### src/rtl/clock_hms_counter.sv
// Time-of-day counter holding HH:MM:SS as BCD digits, advanced by a 1 s enable.
// A three-state mode FSM lets the user set hours and minutes with two button pulses.
module clock_hms_counter #(
   parameter int INIT_H = 0,
   parameter int INIT_M = 0
) (
   input  logic       clk,
   input  logic       reset,
   input  logic       sec_en,
   input  logic       blink,
   input  logic       mode_btn,
   input  logic       inc_btn,
   output logic [3:0] h10,
   output logic [3:0] h1,
   output logic [3:0] m10,
   output logic [3:0] m1,
   output logic [3:0] s10,
   output logic [3:0] s1,
   output logic [1:0] mode,
   output logic       blank_h,
   output logic       blank_m,
   output logic       day_tick
);

   typedef enum logic [1:0] {
      RUN      = 2'd0,
      SET_HOUR = 2'd1,
      SET_MIN  = 2'd2,
      BAD      = 2'd3
   } modeT;

   localparam logic [3:0] INIT_H10 = 4'(INIT_H / 10);
   localparam logic [3:0] INIT_H1  = 4'(INIT_H % 10);
   localparam logic [3:0] INIT_M10 = 4'(INIT_M / 10);
   localparam logic [3:0] INIT_M1  = 4'(INIT_M % 10);

   modeT       r_mode;
   logic [3:0] r_h10, r_h1, r_m10, r_m1, r_s10, r_s1;
   logic       r_dayTick;

   modeT       w_modeNext;
   logic [3:0] w_h10Next, w_h1Next, w_m10Next, w_m1Next, w_s10Next, w_s1Next;
   logic       w_dayTickNext;
   logic       w_doSec, w_doMinInc, w_doHourInc, w_clrSec;

   logic w_s1Wrap, w_secWrap, w_m1Wrap, w_minWrap, w_h1Wrap, w_hourWrap;

   assign w_s1Wrap   = (r_s1 == 4'd9);
   assign w_secWrap  = w_s1Wrap && (r_s10 == 4'd5);
   assign w_m1Wrap   = (r_m1 == 4'd9);
   assign w_minWrap  = w_m1Wrap && (r_m10 == 4'd5);
   assign w_h1Wrap   = (r_h1 == 4'd9);
   assign w_hourWrap = (r_h10 == 4'd2) && (r_h1 == 4'd3);

   // Mode FSM: decides which digit groups step this cycle; mode_btn always wins over inc_btn.
   always_comb begin
      w_modeNext    = r_mode;
      w_doSec       = 1'b0;
      w_doMinInc    = 1'b0;
      w_doHourInc   = 1'b0;
      w_clrSec      = 1'b0;
      w_dayTickNext = 1'b0;
      case (r_mode)
         RUN: begin
            w_doSec       = sec_en;
            w_doMinInc    = sec_en && w_secWrap;
            w_doHourInc   = sec_en && w_secWrap && w_minWrap;
            w_dayTickNext = sec_en && w_secWrap && w_minWrap && w_hourWrap;
            if (mode_btn) w_modeNext = SET_HOUR;
         end
         SET_HOUR: begin
            if (mode_btn) w_modeNext = SET_MIN;
            else          w_doHourInc = inc_btn;
         end
         SET_MIN: begin
            if (mode_btn) begin
               w_modeNext = RUN;
               w_clrSec   = 1'b1;
            end else begin
               w_doMinInc = inc_btn;
            end
         end
         default: w_modeNext = RUN;
      endcase
   end

   // Per-digit arithmetic with explicit wrap; minute wrap in set mode never reaches hours.
   always_comb begin
      w_h10Next = r_h10;
      w_h1Next  = r_h1;
      w_m10Next = r_m10;
      w_m1Next  = r_m1;
      w_s10Next = r_s10;
      w_s1Next  = r_s1;
      if (w_doSec) begin
         w_s1Next = w_s1Wrap ? 4'd0 : r_s1 + 4'd1;
         if (w_s1Wrap) w_s10Next = (r_s10 == 4'd5) ? 4'd0 : r_s10 + 4'd1;
      end
      if (w_clrSec) begin
         w_s10Next = 4'd0;
         w_s1Next  = 4'd0;
      end
      if (w_doMinInc) begin
         w_m1Next = w_m1Wrap ? 4'd0 : r_m1 + 4'd1;
         if (w_m1Wrap) w_m10Next = (r_m10 == 4'd5) ? 4'd0 : r_m10 + 4'd1;
      end
      if (w_doHourInc) begin
         if (w_hourWrap) begin
            w_h10Next = 4'd0;
            w_h1Next  = 4'd0;
         end else begin
            w_h1Next = w_h1Wrap ? 4'd0 : r_h1 + 4'd1;
            if (w_h1Wrap) w_h10Next = r_h10 + 4'd1;
         end
      end
   end

   always_ff @(posedge clk) begin
      if (reset) begin
         r_mode    <= RUN;
         r_h10     <= INIT_H10;
         r_h1      <= INIT_H1;
         r_m10     <= INIT_M10;
         r_m1      <= INIT_M1;
         r_s10     <= 4'd0;
         r_s1      <= 4'd0;
         r_dayTick <= 1'b0;
      end else begin
         r_mode    <= w_modeNext;
         r_h10     <= w_h10Next;
         r_h1      <= w_h1Next;
         r_m10     <= w_m10Next;
         r_m1      <= w_m1Next;
         r_s10     <= w_s10Next;
         r_s1      <= w_s1Next;
         r_dayTick <= w_dayTickNext;
      end
   end

   assign h10      = r_h10;
   assign h1       = r_h1;
   assign m10      = r_m10;
   assign m1       = r_m1;
   assign s10      = r_s10;
   assign s1       = r_s1;
   assign mode     = r_mode;
   assign day_tick = r_dayTick;
   assign blank_h  = (r_mode == SET_HOUR) && !blink;
   assign blank_m  = (r_mode == SET_MIN) && !blink;

endmodule

### config.mk
export PLATFORM = sky130hd
export DESIGN_NAME = clock_hms_counter
export DESIGN_NICKNAME = d
export VERILOG_FILES = /design/src/rtl/clock_hms_counter.sv
export SDC_FILE = /design/constraint.sdc
export NUM_CORES = 1
export LEC_CHECK = 0
export ABC_AREA = 1
export ABC_CLOCK_PERIOD_IN_PS = 3500
export CORE_ASPECT_RATIO = 1.25
export CORE_MARGIN = 10
export CORE_UTILIZATION = 40
export DETAILED_ROUTE_END_ITERATION = 16
export PLACE_DENSITY_LB_ADDON = 0.15
export SYNTH_ARGS = -nofsm -noshare
export SYNTH_HDL_FRONTEND = slang
export SYNTH_SLANG_ARGS = --single-unit
### constraint.sdc
create_clock -name clk -period 3.5 [get_ports clk]
set_input_delay 0.875 -clock clk [delete_from_list [all_inputs] [get_ports clk]]
set_output_delay 0.875 -clock clk [all_outputs]
set_load 0.02 [all_outputs]
After elaboration in Yosys (flattened, before gate mapping)
Index checks and enable logic that the tools add are counted.
{ "totals": {"register_bits": 27, "input_bits": 6, "out_inout_bits": 29} }
{ "op_classes": {"addsub": 6, "eq_ne": 12, "muxes": 18, "n_bitwise": 1, "reduce_logical": 17} }
{ "op_table": {"columns": ["operator", "n"], "rows": [
  ["$mux 4", 8],
  ["$add 4x1->4 const B", 6],
  ["$eq 4x4->1 const B", 3],
  ["$eq 4x2->1 const B", 2],
  ["$eq 4x3->1 const B", 2],
  ["$logic_and 1x1->1", 8],
  ["$mux 2", 3],
  ["$ne 2x2->1 const B", 3],
  ["$pmux 2 s3", 1],
  ["$reduce_and 2->1", 3],
  ["$mux 1", 4],
  ["$pmux 1 s2", 2],
  ["$reduce_or 2->1", 2],
  ["$reduce_and 3->1", 1],
  ["$eq 2x1->1 const B", 1],
  ["$eq 2x2->1 const B", 1],
  ["$logic_not 2->1", 1],
  ["$reduce_bool 2->1", 1],
  ["$logic_not 1->1", 1],
  ["$not 1->1", 1]
]} }

Logic depth before layout (Yosys ltp)
{ "logic_depth": {"ltp_word": 6, "depth_mapped": 10, "depth_no_buf": 10} }

Least setup slack after synthesis
OpenSTA, ideal clock, no wires.
{ "synth_path": {"path_type": "in2out", "startpoint": "input port blink", "endpoint": "output port blank_h", "arrival_ns": 1.168, "slack_ns": 1.457, "cell_stages": 1, "path_buffers": 0, "cell_sequence": "nor2_1"} }
{ "synth_between": {"elab_chain_cells": 2} }
{ "synth_rtl": {"columns": ["element", "line", "text"], "rows": [
  ["start, declared", "10", "input logic blink,"],
  ["$logic_not 1->1", "148", "assign blank_h = (r_mode == SET_HOUR) && !blink;"],
  ["$logic_and 1x1->1", "148", null],
  ["end, declared", "20", "output logic blank_h,"]
]} }
No other way between the ends.

Worst setup path after layout
Ends and elaborated chain as after synthesis.

==> impl_metrics.tcl <==
set metrics [dict create \
    setup_total_negative_slack_ns 0 \
    grt_first_pass_wirelength_mm 5.25 \
    ant_nets 0 \
    maxSlewViolCount 0 \
    finalCriticalPeriod_ns 2.88 \
    status "finished, final reports clean" \
    vias_per_cell 4.86 \
    synth_top_area_cell "sky130_fd_sc_hd__dfxtp_1" \
    number_of_flops_mapped_to_enable_cells_by_yosys 0 \
    final_layout_size_suffix_gt1_frac 0.0928 \
    worst_setup_hold_path_clk_slew_ns 0.09 \
    clock_tree.htree_level_count 1 \
    gp_congestion 0.852 \
    cts_made_buffers 3 \
    io-pin-count 35 \
    clock-skew-final_ns 0.0106 \
    fin_crit_sh 0.824 \
    syn_nets 212 \
    synthFlopType "sky130_fd_sc_hd__dfxtp_1" \
    critical_path.max_fanout 2 \
    post-dp-hpwl_mm 2.41 \
    postCtsResizedCells 0 \
    cts_root_cell "sky130_fd_sc_hd__clkbuf_8" \
    syn_avg_cell_area_um2 7.02 \
    die-height_um 86.6 \
    fin_cells 276 \
    ys_async_rst_share 0 \
    timing_worst_slew_pin_value_ns 0.571 \
    vdd_drop_max_v 0.000180 \
    route.vias.total 1340 \
    io_buffer_count 34 \
    timing.max_slew.rel_slack 0.616 \
    max_freq_mhz 347 \
    drt_iter0_markers 81 \
    postCtsHoldBufs 0 \
    dieWidth_um 73.3 \
    synth_top_cell_area_share 0.381 \
    floorplan.core_area_mm2 0.00345 \
    first_pass_drt_iterations 2 \
    postCtsSetupRepairBufs 0 \
    end_kind "output port" \
    insertedDiodeCount 0 \
    postRouteWirelength_mm 3.04 \
    n_fill_cell 342 \
    clkSinkCount 27 \
    antenna_found_initial 0 \
    min-delay-path-class "reg2reg" \
    cp_data_required_time_ns 2.62 \
    routedWlPerCell_um 11.0 \
    grt_start_max_net_pins 17 \
    finalHoldViolations 0 \
    clk_latency_ns 0.27 \
    total_leakage_power_nw 0.753 \
    power.density_cell_area_mw_per_mm2 300 \
    startpoint_type "primary input" \
    synth_area_leaders "sky130_fd_sc_hd__dfxtp_1 (38%), sky130_fd_sc_hd__nand2_1 (12%), sky130_fd_sc_hd__inv_1 (6.9%)" \
    clock_tree_from_tritoncts "built" \
    first_global_vias 1265 \
    finish.net_count 248 \
    max_cap_violations 0 \
    setup-violations-final 0 \
    placedCellCount 272 \
    critical_path_arrival_ns 2.01 \
    overflow 0 \
    yosys.cell_types.count 27 \
    grt_setup_unrepaired "no" \
    ys_warn_count 0 \
    design.die.area_mm2 0.00634 \
    floorplan.initialDensity 0.411 \
    postSynthRegisterBits 27 \
    grt.total_usage 0.0990 \
    mappedNetlistArea_mm2 0.00142 \
    drcViolationCount 0 \
    floorplan.rows 24 \
    flow.area_growth_from_synthesis_pct 29.3 \
    worst-setup-path-type "in2out" \
    syn_inst 202 \
    yosysSeqAreaShare 0.381 \
    clock_path_buffers 2 \
]
## worst paths after layout
kind	startpoint	to	slack, ns	depth (start not counted)
worst max-delay path	blink	blank_h	0.62	3
worst max register to register	h1[0]	h1[1]	1.89	6
worst min-delay path	s10[3]	s10[3]	0.50	2
worst min register to register	s10[3]	s10[3]	0.50	2
## cell usage after synthesis, drive strengths merged, types with 2 or more instances
library cell / count
nand2: 52
inv: 30
nor2: 29
dfxtp: 27
nand3: 16
a21oi: 15
o21ai: 8
nor3: 5
ha: 4
nand4: 4
clkbuf: 2
xor2: 2
## report_power, final
| part | internal, mW | switching [mW] | leakage, nW |
|---|---|---|---|
| Combinational | 0.0230 | 0.0323 | 0.513 |
| Clock | 0.0806 | 0.0972 | 0.0217 |
| Sequential | 0.312 | 0.00620 | 0.218 |
| Total | 0.415 | 0.136 | 0.753 |
## routing by layer
layer / global-route usage / wire (um)
met1: 0.110 / 1370
met2: 0.160 / 1350
met3: 0.0515 / 299
met4: 0.0294 / 23
met5: 0 / 0
## metrics by stage
step	instance area (um^2)	util	worst slack (ns)	hold slack, ns	power, mW
floorplan	1420	-	1.46	0.556	0.359
global placement	1790	0.517	0.621	0.485	0.381
detailed placement	1790	0.517	0.608	0.489	0.381
CTS	1830	0.531	0.607	0.503	0.564
global route	1830	0.531	0.568	0.542	0.582
finish	1830	0.531	0.617	0.503	0.551
## final cells by class
type | instances | area, um^2 | area share
clock buffer | 3 | 41.3 | 0.0225
clock inverter | 1 | 7.51 | 0.00409
inverter | 30 | 113 | 0.0614
multi-input combinational | 142 | 743 | 0.405
sequential | 27 | 541 | 0.295
tap | 39 | 48.8 | 0.0266
timing repair buffer | 34 | 340 | 0.186
## flip-flops by register name (all words and copies together) (netlist names)
| name | cells |
|---|---|
| h10 | 4 |
| mode | 2 |
| day_tick | 1 |
| s1 | 4 |
| m10 | 4 |
| m1 | 4 |
| s10 | 4 |
| h1 | 4 |
## cell usage in the layout, fill, tap and decap left out, types with 4 or more instances in the layout
master	instances
sky130_fd_sc_hd__nand2_1	46
sky130_fd_sc_hd__clkdlybuf4s50_1	34
sky130_fd_sc_hd__dfxtp_1	27
sky130_fd_sc_hd__inv_1	26
sky130_fd_sc_hd__nor2_1	23
sky130_fd_sc_hd__nand3_1	15
sky130_fd_sc_hd__a21oi_1	15
sky130_fd_sc_hd__o21ai_0	8
sky130_fd_sc_hd__nor3_1	5
sky130_fd_sc_hd__inv_2	4
sky130_fd_sc_hd__nor2_2	4
sky130_fd_sc_hd__nand4_1	4
sky130_fd_sc_hd__ha_1	4
## cells by family (layout without fill, tap and decap cells)
group	Yosys count	count (layout)	synth area share
AOI/OAI and AO/OA	27	27	0.103
DFF	27	27	0.381
and+or+nand+nor	109	109	0.373
buffers and inverters	33	68	0.0952
adders and majority gates	4	4	0.0353
xor gates and xnor gates	2	2	0.0123
## worst max-delay path, cell delays in order
cell,delay (ns)
sky130_fd_sc_hd__clkdlybuf4s50_1,0.41
sky130_fd_sc_hd__nor2_1,0.10
sky130_fd_sc_hd__clkdlybuf4s50_1,0.61
(Power assumes the default switching activity.)
